--- src/rtl/cv32e40p_x_result_buffer.sv ---
// In-order buffer for coprocessor results headed for the execute stage's register-file write port.
// Entries drain when the ALU/MUL path leaves the port free, or are forced out on full or starvation.
module cv32e40p_x_result_buffer #(
  parameter int unsigned DEPTH      = 4,
  parameter int unsigned MAX_WAIT   = 8,
  parameter int unsigned X_ID_WIDTH = 4
) (
  input  logic                        clk,
  input  logic                        rst,
  input  logic                        x_result_valid_i,
  output logic                        x_result_ready_o,
  input  logic [X_ID_WIDTH-1:0]       x_result_id_i,
  input  logic [4:0]                  x_result_rd_i,
  input  logic [31:0]                 x_result_data_i,
  input  logic                        x_result_we_i,
  input  logic                        alu_wb_req_i,
  output logic                        x_rvalid_o,
  output logic [4:0]                  x_rd_o,
  output logic [31:0]                 x_data_o,
  output logic [X_ID_WIDTH-1:0]       x_id_o,
  output logic [31:0]                 pending_rd_mask_o,
  output logic [$clog2(DEPTH):0]      fifo_count_o
);

  localparam int unsigned PW = $clog2(DEPTH);
  localparam int unsigned CW = PW + 1;
  localparam int unsigned AW = $clog2(MAX_WAIT + 1);

  logic [PW-1:0]         rd_ptr_q, wr_ptr_q;
  logic [CW-1:0]         count_q;
  logic [AW-1:0]         age_q;
  logic [4:0]            rd_mem   [DEPTH];
  logic [31:0]           data_mem [DEPTH];
  logic [X_ID_WIDTH-1:0] id_mem   [DEPTH];

  logic empty, full, push, grant;
  logic [PW-1:0] offset;

  assign empty = (count_q == '0);
  assign full  = (count_q == CW'(DEPTH));

  assign x_result_ready_o = ~full & ~rst;
  // Handshakes that do not write a real register complete without occupying a slot.
  assign push  = x_result_valid_i & x_result_ready_o & x_result_we_i & (x_result_rd_i != 5'd0);
  assign grant = ~empty & (~alu_wb_req_i | (age_q == AW'(MAX_WAIT)) | full);

  assign x_rvalid_o   = grant;
  assign x_rd_o       = grant ? rd_mem[rd_ptr_q]   : '0;
  assign x_data_o     = grant ? data_mem[rd_ptr_q] : '0;
  assign x_id_o       = grant ? id_mem[rd_ptr_q]   : '0;
  assign fifo_count_o = count_q;

  always_ff @(posedge clk or posedge rst) begin
    if (rst) begin
      rd_ptr_q <= '0;
      wr_ptr_q <= '0;
      count_q  <= '0;
      age_q    <= '0;
    end else begin
      if (push)  wr_ptr_q <= wr_ptr_q + 1'b1;
      if (grant) rd_ptr_q <= rd_ptr_q + 1'b1;
      case ({push, grant})
        2'b10:   count_q <= count_q + 1'b1;
        2'b01:   count_q <= count_q - 1'b1;
        default: count_q <= count_q;
      endcase
      // Saturating at MAX_WAIT is what forces the next grant.
      if (grant || empty)
        age_q <= '0;
      else if (age_q != AW'(MAX_WAIT))
        age_q <= age_q + 1'b1;
    end
  end

  always_ff @(posedge clk) begin
    if (push) begin
      rd_mem[wr_ptr_q]   <= x_result_rd_i;
      data_mem[wr_ptr_q] <= x_result_data_i;
      id_mem[wr_ptr_q]   <= x_result_id_i;
    end
  end

  // A slot is live when its distance from the read pointer is below the occupancy.
  always_comb begin
    pending_rd_mask_o = '0;
    offset            = '0;
    for (int i = 0; i < DEPTH; i++) begin
      offset = PW'(i) - rd_ptr_q;
      if ({1'b0, offset} < count_q)
        pending_rd_mask_o[rd_mem[i]] = 1'b1;
    end
    pending_rd_mask_o[0] = 1'b0;
  end

endmodule

--- config.mk ---
export PLATFORM = sky130hd
export DESIGN_NAME = cv32e40p_x_result_buffer
export DESIGN_NICKNAME = d
export VERILOG_FILES = /design/src/rtl/cv32e40p_x_result_buffer.sv
export SDC_FILE = /design/constraint.sdc
export NUM_CORES = 1
export LEC_CHECK = 0
export BUFFER_PORTS_ARGS = -buffer_cell sky130_fd_sc_hd__buf_4
export CORE_MARGIN = 2
export CORE_UTILIZATION = 55
export CTS_CLUSTER_DIAMETER = 100
export CTS_CLUSTER_SIZE = 16
export DETAILED_ROUTE_END_ITERATION = 16
export PLACE_DENSITY = 0.78
export SKIP_LAST_GASP = 1
export SYNTH_ARGS = -nofsm -noshare
export SYNTH_HDL_FRONTEND = slang
export SYNTH_SLANG_ARGS = --single-unit
export TNS_END_PERCENT = 5
--- constraint.sdc ---
create_clock -name clk -period 3.84 [get_ports clk]
set_input_delay 0.768 -clock clk [delete_from_list [all_inputs] [get_ports clk]]
set_output_delay 0.768 -clock clk [all_outputs]
set_load 0.02 [all_outputs]
Yosys cells after proc, flatten, opt, wreduce, memory -nomap -nowiden
Memories as Yosys holds them, arrays and structs flattened.
Index checks and enable logic that the tools add are counted.

word-level totals
  memories = 3
  input port bits = 46
  output and inout port bits = 78
  word-level logic and storage cells = 76
  memory bits (writable) = 164
  bits in registers = 11
  ROM bits = 0
  latch bits = 0

memories
  name      words  bits a word  rd ports  clocked after memory_dff  wr ports  line  source
  data_mem  4      32           1         0                         1         33    logic [31:0] data_mem [DEPTH];
  rd_mem    4      5            5         0                         1         32    logic [4:0] rd_mem [DEPTH];
  id_mem    4      4            1         0                         1         34    logic [X_ID_WIDTH-1:0] id_mem [DEPTH];

cells by class
  multipliers = 0
  equal/unequal tests = 5
  shift-type cells = 0
  muxes and demuxes = 20
  $add $sub $neg = 9
  bitwise logic cells = 14
  div/mod/pow operators = 0
  order comparisons = 12
  reduce and logical (&&, ||, !) cells = 9

operators with widths
  kind                                                                   count
  32-bit two-way mux                                                     5
  32-bit OR                                                              3
  5-bit by 6-bit < comparator with 1-bit output, second input constant   4
  1-bit demux with 5-bit select                                          4
  5-bit by 1-bit >= comparator with 1-bit output, second input constant  4
  2-bit by 3-bit < comparator with 1-bit output                          4
  4-bit two-way mux                                                      3
  1-bit two-way mux                                                      6
  3-bit one-hot mux with 2 select lines                                  1
  1-bit bitwise AND                                                      5
  5-bit two-way mux                                                      1
  5-bit nonzero test                                                     1
  2-bit by 1-bit adder with 2-bit output, second input constant          2
  4-bit by 1-bit adder with 4-bit output, second input constant          1
  4-bit == test, second input constant                                   1
  1-bit logical AND                                                      4
  4-bit != test, second input constant                                   1
  1-bit NOT                                                              4
  2-bit nonzero test                                                     2
  1-bit by 2-bit subtractor with 2-bit output, first input constant      2
  2-bit subtractor, first input constant                                 2
  3-bit by 1-bit adder with 3-bit output, second input constant          1
  3-bit == test, second input constant                                   1
  3-bit logical NOT                                                      1
  other kinds (5)                                                        6

Logic depth before layout (Yosys ltp)
Gate-level depths: netlist of run 1.
An unclocked memory read counts as a cell.

  word-level depth = 12
  gate-level depth with buffers = 11
  depth with buffers taken out = 10

Worst setup path before layout of run 1
OpenSTA, ideal clock, no wires.

  path type = register to output
  from = register rd_ptr_q[1]
  to = output port pending_rd_mask_o[2]
  slack = 0.752 ns
  arrival time = 2.320 ns
  stages on the path, launching flop included = 11
  buffers on the path = 3
  cell sequence = dfrtp_1 buf_2 buf_1 xor2_1 inv_1 ha_1 and2b_4 a211oi_4 buf_4 a22oi_1 o211ai_1

between the ends
  word-level cells in the longest chain between the ends = 9
  elaborated cells on any way between the ends = 15
  classes of those cells = add/sub: 4; order compare: 4; mux: 4; bitwise: 3

RTL lines
  item                                           line  source
  from (decl)                                    29    logic [PW-1:0] rd_ptr_q, wr_ptr_q;
  from (signal assigned)                         61    if (grant) rd_ptr_q <= rd_ptr_q + 1'b1;
  1-bit by 2-bit subtractor with 2-bit output    88    offset = PW'(i) - rd_ptr_q;
  2-bit by 3-bit < comparator with 1-bit output  89    if ({1'b0, offset} < count_q)
  32-bit two-way mux                             89
  32-bit OR (no source line)                     --
  32-bit two-way mux                             89
  32-bit OR (no source line)                     --
  32-bit two-way mux                             89
  32-bit OR (no source line)                     --
  32-bit two-way mux *                           89
  to (decl)                                      21    output logic [31:0] pending_rd_mask_o,

Mark *: on every way between the ends. The rest lies on a longest branch, timed or not.

Final worst setup path of run 1
  from = register rd_ptr_q[0]
  to = output port pending_rd_mask_o[17]

The elaborated chain is that of the path after synthesis.

==> results of run 1 <==
-- logic make-up (layout without fill, tap and decap cells) --
family | count (synthesis) | count (layout) | share of synthesized area
adders and majority gates | 12 | 12 | 0.0195
buffers and inverters | 40 | 181 | 0.0256
other | 1 | 1 | 0.000464
DFF | 175 | 175 | 0.644
xor gates and xnor gates | 9 | 9 | 0.00976
and+or+nand+nor | 156 | 156 | 0.103
muxes | 43 | 43 | 0.117
AOI/OAI and AO/OA | 74 | 74 | 0.0813
-- stage by stage --
step / total power, mW / cell area [um2] / setup WS [ps] / instances / hold WS (ps)
after floorplan: 4.30 / 8080 / 752 / 510 / 449
final: 6.88 / 9820 / 248 / 835 / 372
after detailed placement: 5.18 / 9210 / 708 / 803 / 477
after global routing: 7.21 / 9820 / 172 / 835 / 390
after global placement: 5.15 / 9210 / 740 / 803 / 459
after CTS: 6.93 / 9820 / 243 / 835 / 359
-- path summary, 6_finish.rpt --
| check | start | endpoint | slack (ps) | cells past startpoint |
|---|---|---|---|---|
| setup / recovery | rd_ptr_q[0] | pending_rd_mask_o[17] | 250 | 9 |
| hold / removal | rst | age_q[0] | 370 | 2 |
| setup reg to reg | fifo_count_o[0] | data_mem[1][9] | 1390 | 5 |
| hold reg to reg | age_q[0] | age_q[0] | 490 | 1 |
| max in group asynchronous | rst | rd_ptr_q[0] | 3100 | 2 |
| min in group clk | age_q[0] | age_q[0] | 490 | 1 |
-- routing by layer --
| metal | up-vias | routed length [um] | GRT usage |
|---|---|---|---|
| met5 | - | 0 | 0 |
| met4 | 0 | 352 | 0.0771 |
| met3 | 28 | 1320 | 0.0680 |
| met2 | 232 | 9780 | 0.427 |
| met1 | 2527 | 7400 | 0.305 |
| li1 | 2275 | - | - |
-- timing repair --
item	4_1_cts	5_1_grt
buffers inserted	0	0
setup endpoints to repair	0	2
resized for setup	0	1
-- registers in the layout, indices dropped and copies added (netlist names) --
signal and count:
age_q 4, fifo_count_o 3, wr_ptr_q 2, id_mem 16, rd_ptr_q 2, data_mem 128, rd_mem 20
-- cell type report --
type	instances	area [um2]	area share
clock buffer	17	425	0.0433
clock inverter	15	184	0.0187
inverter	16	60.1	0.00611
multi-input combinational	295	2680	0.273
sequential	175	5200	0.530
tap	184	230	0.0234
timing repair buffer	133	1040	0.105
-- power breakdown --
| group | leakage, nW | switching (mW) | internal (mW) | total (mW) |
|---|---|---|---|---|
| Sequential | 1.61 | 0.111 | 2.24 | 2.35 |
| Clock | 0.292 | 0.702 | 1.03 | 1.73 |
| Combinational | 1.57 | 1.57 | 1.23 | 2.80 |
-- worst max-delay path, cell delays in order, from the launching register on --
cell,delay [ps]
dfrtp_4,500
xor2_1,240
inv_1,70
ha_1,270
and2b_4,190
a211oi_4,440
buf_4,250
a22oi_1,110
o221ai_1,130
buf_4,200
-- cell usage in the layout, fill, tap and decap left out, drive strengths merged, types with 4 or more instances in the layout --
master,synthesis,routed
edfxtp,164,164
buf,17,133
and2,46,46
mux4,41,41
a22oi,30,30
o221ai,29,29
nor2,28,28
nand2,25,25
inv,16,20
clkbuf,7,17
nor3,13,13
nand3,13,13
ha,11,11
dfrtp,11,11
nor2b,10,10
nand2b,10,10
clkinv,0,6
xnor2,5,5
xor2,4,4
a211oi,4,4
==> flow_metrics.py, run 1 <==
metrics = {
    "timing": {
        "fin_tns_setup_ps": 0,
        "setup_repair_after_global_routing_missed_its_margin": "no",
        "timing_max_transition_violations_final": 0,
        "final_setup_violation_count": 0,
        "tightestPinTransition_ps": 850,
        "hold_viol": 0,
        "worst_slew_margin_rel": 0.434,
        "skew_ps": 6.64,
        "period_needed_ps": 3590,
        "final.period_utilization": 0.935,
        "max_freq_mhz": 278,
    },
    "synth": {
        "synth.top_cells.by_area": "edfxtp_1 (61%), mux4_2 (11%), and2_1 (3.6%)",
        "synth_warnings": 0,
        "async_reset_ff_frac": 0.0629,
        "synth-seq-area-share": 0.644,
        "synthCells": 510,
        "mappedNetlistNets": 568,
        "yosysUniqueCellTypes": 43,
        "synth_top_cells_by_count": "edfxtp_1 (164), and2_1 (46), mux4_2 (41)",
        "synth_area_mm2": 0.00808,
        "synth_top_area_share": 0.610,
        "ys.flop_type": "edfxtp_1",
        "synth_enable_flop_cells": 164,
        "synth.most_common_cell": "edfxtp_1",
        "synthesis.area_per_instance_um2": 15.8,
        "synth-seq-cells": 175,
        "synth_top_area_cell": "edfxtp_1",
    },
    "cts": {
        "cts_tree": "built",
        "clock-sinks": 175,
        "htree_num_levels": 4,
        "cts_buffers": 17,
        "cts.path.max_buffers": 2,
        "clkTransAtPathRegs_ps": 60,
        "clock_root_buffer_master": "clkbuf_16",
        "cts_hold_buf": 0,
        "clk_latency_ps": 420,
    },
    "detailed_routing": {
        "detailedRoute.firstIterationViolations": 349,
        "detail_route.drc_violations": 0,
        "detailroute.via_count": 5062,
        "antenna_left": 0,
        "drt-total-wl_mm": 18.9,
        "wl_per_cell_um": 22.6,
        "drt_pass1_iterations": 5,
        "via_cell_ratio": 6.06,
    },
    "floorplan": {
        "design.die.area_mm2": 0.0157,
        "initial_core_util": 0.560,
        "io_pins": 124,
        "std_cell_rows": 44,
        "y_dimension_of_the_die_um": 125,
        "dieWidth_um": 125,
        "core_region_area_mm2": 0.0144,
    },
    "layout": {
        "utilization": 0.681,
        "share_of_layout_cells_above_drive_strength_1": 0.346,
        "syn_to_final_growth_pct": 21.6,
        "design.final.nets": 696,
        "num_antenna_cells": 0,
        "num-fill-cells": 1007,
    },
    "worst_setup_path": {
        "cp.arrival_ps": 2820,
        "crit_path_max_fanout": 9,
        "crit_path_end_kind": "output port",
        "crit_type": "flip-flop to output port",
        "worst-endpoint-required_ps": 3070,
        "critical_path.startpoint_type": "flip-flop",
    },
    "place": {
        "io_buffers": 122,
        "place_congestion": 0.881,
        "dpl.hpwl_mm": 12.7,
    },
    "run_status": {
        "run_status": "completed",
    },
    "power": {
        "vdd_ir_drop_max_mv": 0.643,
        "leakage_nw": 3.48,
        "power.density_mw_per_mm2": 701,
    },
    "global_routing": {
        "globalRouteOverflowTotal": 0,
        "grtUsageTotal": 0.247,
        "grt_antenna_before_repair": 0,
        "first_global_vias": 5267,
        "maximum_number_of_pins_on_one_net_before_global_route_repair": 44,
        "grt_first_pass_wirelength_mm": 29.3,
    },
    "hold_path": {
        "worst_hold_path_type": "input pin to asynchronous set/reset pin",
    },
    "job": {
        "timing.max_cap.violations": 0,
    },
}
(Power assumes the default switching activity.)
==> run 2: changes to the inputs <==
==> constraint.sdc (replaced) <==
create_clock -name clk -period 4.1 [get_ports clk]
set_input_delay 0.82 -clock clk [delete_from_list [all_inputs] [get_ports clk]]
set_output_delay 0.82 -clock clk [all_outputs]
set_load 0.02 [all_outputs]
==> flow_metrics.py, run 2 (synthesis gave the netlist of run 1 again) <==
metrics = {
    "place": {
        "dpl.hpwl_mm": 12.5,
        "io_buffers": 122,
        "preCtsSetupSlack_ps": 756,
        "place_congestion": 0.944,
    },
    "layout": {
        "syn_to_final_growth_pct": 21.2,
        "regMostFlops": "data_mem",
        "reg.largest.list": "data_mem (128), rd_mem (20), id_mem (16)",
        "share_of_layout_cells_above_drive_strength_1": 0.342,
        "mostFrequentLayoutCells": "edfxtp_1 (164), buf_4 (130), and2_1 (42)",
        "layout_commonest_cell": "edfxtp_1",
        "largest_register_ff_count": 128,
        "design.final.nets": 694,
        "num_antenna_cells": 0,
        "num-fill-cells": 1001,
    },
    "worst_setup_path": {
        "critical_path.startpoint_type": "flip-flop",
        "crit_start": "rd_ptr_q[0]",
        "cp.arrival_ps": 3000,
        "crit_path_max_fanout": 15,
        "r2r-start": "age_q[0]",
        "reg2reg_setup_slack_ps": 1590,
        "crit_type": "flip-flop to output port",
        "worst-endpoint-required_ps": 3280,
        "crit_path_end_kind": "output port",
    },
    "timing": {
        "skew_ps": 9.63,
        "fin_tns_setup_ps": 0,
        "hold_viol": 0,
        "worst_hold_slack_ps": 399,
        "tightestPinTransition_ps": 1020,
        "final.period_utilization": 0.933,
        "final_setup_violation_count": 0,
        "max_freq_mhz": 262,
        "timing_max_transition_violations_final": 0,
        "setup_repair_after_global_routing_missed_its_margin": "no",
        "worst_slew_margin_rel": 0.316,
        "layout_setup_ws_ps": 277,
        "period_needed_ps": 3820,
    },
    "hold_path": {
        "worst_hold_path_type": "input pin to asynchronous set/reset pin",
    },
    "floorplan": {
        "design.die.area_mm2": 0.0157,
        "std_cell_rows": 44,
        "core_region_area_mm2": 0.0144,
        "io_pins": 124,
        "dieWidth_um": 125,
        "y_dimension_of_the_die_um": 125,
        "initial_core_util": 0.560,
    },
    "cts": {
        "htree_num_levels": 4,
        "clk_latency_ps": 430,
        "post-cts-setup-buffers": 0,
        "cts_hold_buf": 0,
        "cts_tree": "built",
        "clock-sinks": 175,
        "cts_buffers": 17,
        "clkTransAtPathRegs_ps": 70,
        "cts.path.max_buffers": 2,
        "cts_resized": 0,
        "clock_root_buffer_master": "clkbuf_16",
    },
    "detailed_routing": {
        "drt-total-wl_mm": 18.5,
        "wl_per_cell_um": 22.2,
        "detailroute.via_count": 5152,
        "antenna_left": 0,
        "via_cell_ratio": 6.18,
        "detail_route.drc_violations": 0,
        "detailedRoute.firstIterationViolations": 535,
        "drt_pass1_iterations": 5,
    },
    "power": {
        "power.density_mw_per_mm2": 660,
        "vdd_ir_drop_max_mv": 0.406,
        "leakage_nw": 3.47,
    },
    "global_routing": {
        "globalRouteOverflowTotal": 0,
        "maximum_number_of_pins_on_one_net_before_global_route_repair": 38,
        "grt_first_pass_wirelength_mm": 29.2,
        "grtUsageTotal": 0.244,
        "grt_antenna_before_repair": 0,
        "first_global_vias": 5227,
    },
    "run_status": {
        "run_status": "completed",
    },
    "job": {
        "timing.max_cap.violations": 0,
    },
}
==> run 2: cell count changes in the layout (fill, tap and decap cells not counted), sizes merged <==
cell | previous run | this run
clkinv | 6 | 4
buf | 133 | 131
inv | 20 | 24
bufinv | 3 | 2
clkinvlp | 2 | 1
==> run 2: per-layer routing <==
layer	GRT usage	vias to the layer above	wire length, um
li1	-	2271	-
met1	0.324	2572	7480
met2	0.400	283	9220
met3	0.0706	26	1560
met4	0.0686	0	257
met5	0	-	0
==> run 2: worst paths after layout <==
check	end	cells past startpoint
max in group asynchronous	rd_ptr_q[0]	2
min	fifo_count_o[1]	2
min reg2reg	age_q[0]	1
min in group clk	age_q[0]	1
max	pending_rd_mask_o[8]	8
max reg2reg	fifo_count_o[2]	11
==> run 2: power by group <==
group	switching, mW	internal, mW	total, mW
sequential	0.133	2.10	2.23
combinational	1.44	1.13	2.57
clock	0.728	0.932	1.66
total	2.30	4.16	6.46
==> run 2: worst max-delay path, cell delays in order (launching register included) <==
cell and delay [ps]:
dfrtp_4 580, xor2_1 260, inv_1 70, ha_1 280, and2b_4 190, a211oi_4 610
a22oi_1 230, o221ai_1 140, buf_4 190
==> run 2: stage by stage <==
step / cells / utilization / instance area (um2) / power (mW)
after floorplan: 510 / - / 8080 / 4.03
after global placement: 801 / 0.636 / 9170 / 4.80
after detailed placement: 801 / 0.636 / 9170 / 4.85
after CTS: 833 / 0.679 / 9790 / 6.51
after global routing: 833 / 0.679 / 9790 / 6.76
final: 833 / 0.679 / 9790 / 6.46
==> run 2: final cells by class <==
class                      count  area [um2]  share of cell area
inverter                      16        60.1             0.00613
clock inverter                15         195              0.0199
timing repair buffer         131         996               0.102
sequential                   175        5200               0.532
tap                          184         230              0.0235
multi-input combinational    295        2680               0.274
clock buffer                  17         425              0.0435
==> run 3: changes to the inputs <==
--- a/config.mk
+++ b/config.mk
@@ -6,12 +6,15 @@
 export NUM_CORES = 1
 export LEC_CHECK = 0
 export BUFFER_PORTS_ARGS = -buffer_cell sky130_fd_sc_hd__buf_4
+export CAP_MARGIN = 10
+export CELL_PAD_IN_SITES_DETAIL_PLACEMENT = 1
+export CELL_PAD_IN_SITES_GLOBAL_PLACEMENT = 2
 export CORE_MARGIN = 2
-export CORE_UTILIZATION = 55
+export CORE_UTILIZATION = 41
 export CTS_CLUSTER_DIAMETER = 100
 export CTS_CLUSTER_SIZE = 16
 export DETAILED_ROUTE_END_ITERATION = 16
-export PLACE_DENSITY = 0.78
+export PLACE_DENSITY_LB_ADDON = 0.1
 export SKIP_LAST_GASP = 1
 export SYNTH_ARGS = -nofsm -noshare
 export SYNTH_HDL_FRONTEND = slang
==> flow_metrics.py, run 3 (synthesis gave the netlist of run 1 again) <==
metrics = {
    "power": {
        "p_int_mw": 4.10,
        "swShare": 0.361,
        "vdd_ir_drop_max_mv": 0.461,
        "seq_power_share": 0.343,
        "power_frac_comb": 0.408,
        "p_switching_mw": 2.32,
        "leakage_nw": 3.46,
        "pwr-share-clk": 0.249,
        "power.density_mw_per_mm2": 649,
    },
    "worst_setup_path": {
        "crit_start": "rd_ptr_q[0]",
        "crit_type": "flip-flop to output port",
        "crit_path_max_fanout": 15,
        "critical_path.startpoint_type": "flip-flop",
        "worst-endpoint-required_ps": 3280,
        "timing.critical_path.cells": "xor2_1 > ha_1 > a21oi_1 > o21ai_1 > o221ai_1 > buf_4",
        "crit_slowest_cell": "o21ai_1",
        "cpPeakStageDelay_ps": 910,
        "cp.arrival_ps": 2980,
        "crit_end": "pending_rd_mask_o[14]",
        "crit_path_end_kind": "output port",
        "reg2reg_setup_slack_ps": 1540,
        "rr_worst_depth": 5,
        "reg2reg_to": "data_mem[1][25]",
        "r2r-start": "fifo_count_o[0]",
    },
    "global_routing": {
        "first_global_vias": 5458,
        "grt_first_pass_wirelength_mm": 30.9,
        "grt_antenna_before_repair": 1,
        "maximum_number_of_pins_on_one_net_before_global_route_repair": 43,
        "globalRouteOverflowTotal": 0,
        "grtUsageTotal": 0.201,
    },
    "timing": {
        "skew_ps": 12.0,
        "max_freq_mhz": 263,
        "worst_slew_margin_rel": 0.199,
        "final_setup_violation_count": 0,
        "tightestPinTransition_ps": 1190,
        "setup_repair_after_global_routing_missed_its_margin": "no",
        "final.period_utilization": 0.926,
        "fin_tns_setup_ps": 0,
        "timing_max_transition_violations_final": 0,
        "hold_viol": 0,
        "layout_setup_ws_ps": 302,
        "period_needed_ps": 3800,
    },
    "place": {
        "place_congestion": 0.858,
        "dpl.hpwl_mm": 13.6,
        "preCtsSetupSlack_ps": 747,
        "placedInstanceArea_mm2": 0.00929,
        "io_buffers": 122,
        "dp_cells": 883,
    },
    "cts": {
        "cts.path.max_buffers": 2,
        "post-cts-setup-buffers": 0,
        "clk_latency_ps": 430,
        "clock-sinks": 175,
        "clkTransAtPathRegs_ps": 70,
        "cts_resized": 0,
        "cts_hold_buf": 0,
        "clock_root_buffer_master": "clkbuf_16",
        "htree_num_levels": 4,
        "cts_buffers": 17,
        "cts_tree": "built",
    },
    "job": {
        "timing.max_cap.violations": 0,
    },
    "detailed_routing": {
        "detailroute.via_count": 5032,
        "antenna_left": 0,
        "drt_pass1_iterations": 4,
        "drt-total-wl_mm": 20.0,
        "wl_per_cell_um": 21.9,
        "via_cell_ratio": 5.49,
        "detailedRoute.firstIterationViolations": 226,
        "detail_route.drc_violations": 0,
    },
    "layout": {
        "design.final.nets": 695,
        "utilization": 0.510,
        "final_cell_area_mm2": 0.00989,
        "regMostFlops": "data_mem",
        "reg.largest.list": "data_mem (128), rd_mem (20), id_mem (16)",
        "layout_commonest_cell": "edfxtp_1",
        "mostFrequentLayoutCells": "edfxtp_1 (164), buf_4 (130), and2_1 (42)",
        "largest_register_ff_count": 128,
        "share_of_layout_cells_above_drive_strength_1": 0.345,
        "syn_to_final_growth_pct": 22.4,
        "non_filler_cells_final": 916,
    },
    "hold_path": {
        "worst_hold_path_type": "input pin to asynchronous set/reset pin",
    },
    "floorplan": {
        "core_region_area_mm2": 0.0194,
        "dieWidth_um": 144,
        "initial_core_util": 0.416,
        "design.die.area_mm2": 0.0208,
        "io_pins": 124,
        "y_dimension_of_the_die_um": 144,
        "std_cell_rows": 51,
    },
    "run_status": {
        "run_status": "completed",
    },
}
-- run 3: cell types whose count changed in the layout (fill, tap and decap cells not counted), sizes merged --
cell and change:
inv -2, clkinvlp +1, clkinv +2, buf +1
diode +1, bufinv -1
-- run 3: how the worst min path moves through the flow --
stage,startpoint,to,slack (ps),depth (start not counted)
2_1_floorplan,age_q[0],age_q[0],450,1
3_3_place_gp,age_q[0],age_q[0],470,1
3_5_place_dp,age_q[0],age_q[0],480,1
4_1_cts,rst,age_q[0],420,2
5_1_grt,rst,fifo_count_o[0],440,2
6_report,rst,fifo_count_o[0],430,2
-- run 3: routing by layer --
layer | global-route usage | wire, um | up-vias
met5 | 0 | 0 | -
met4 | 0.0746 | 446 | 0
met3 | 0.0556 | 1200 | 28
met2 | 0.347 | 10200 | 160
met1 | 0.243 | 8200 | 2562
li1 | - | - | 2282
-- run 3: power groups by stage --
stage               combinational (mW)  sequential [mW]  clock [mW]
finish                            2.62             2.20        1.60
detailed placement                2.65             2.24           0
global placement                  2.62             2.23           0
global route                      2.84             2.22        1.69
CTS                               2.67             2.20        1.64
floorplan                         1.82             2.22           0
-- run 3: cell type report --
class / count / area, um2
tap: 265 / 332
inverter: 16 / 60.1
sequential: 175 / 5200
multi-input combinational: 295 / 2680
clock buffer: 17 / 425
clock inverter: 15 / 173
fill: 1918 / 9510
antenna: 1 / 2.50
timing repair buffer: 132 / 1020
-- run 3: per-stage QoR --
stage                     hold slack, ps  power, mW
after CTS                            423       6.51
after global placement               473       4.85
after floorplan                      449       4.03
final                                425       6.42
after global routing                 436       6.75
after detailed placement             484       4.90
-- run 3: critical path: cells and delay by family (launching register included) --
kind                     cells  cell delay (ps)
AO/OA/AOI/OAI                3             1290
flip-flops                   1              510
adder cells (fa/ha/maj)      1              320
buffers and inverters        1              230
XOR/XNOR                     1              200
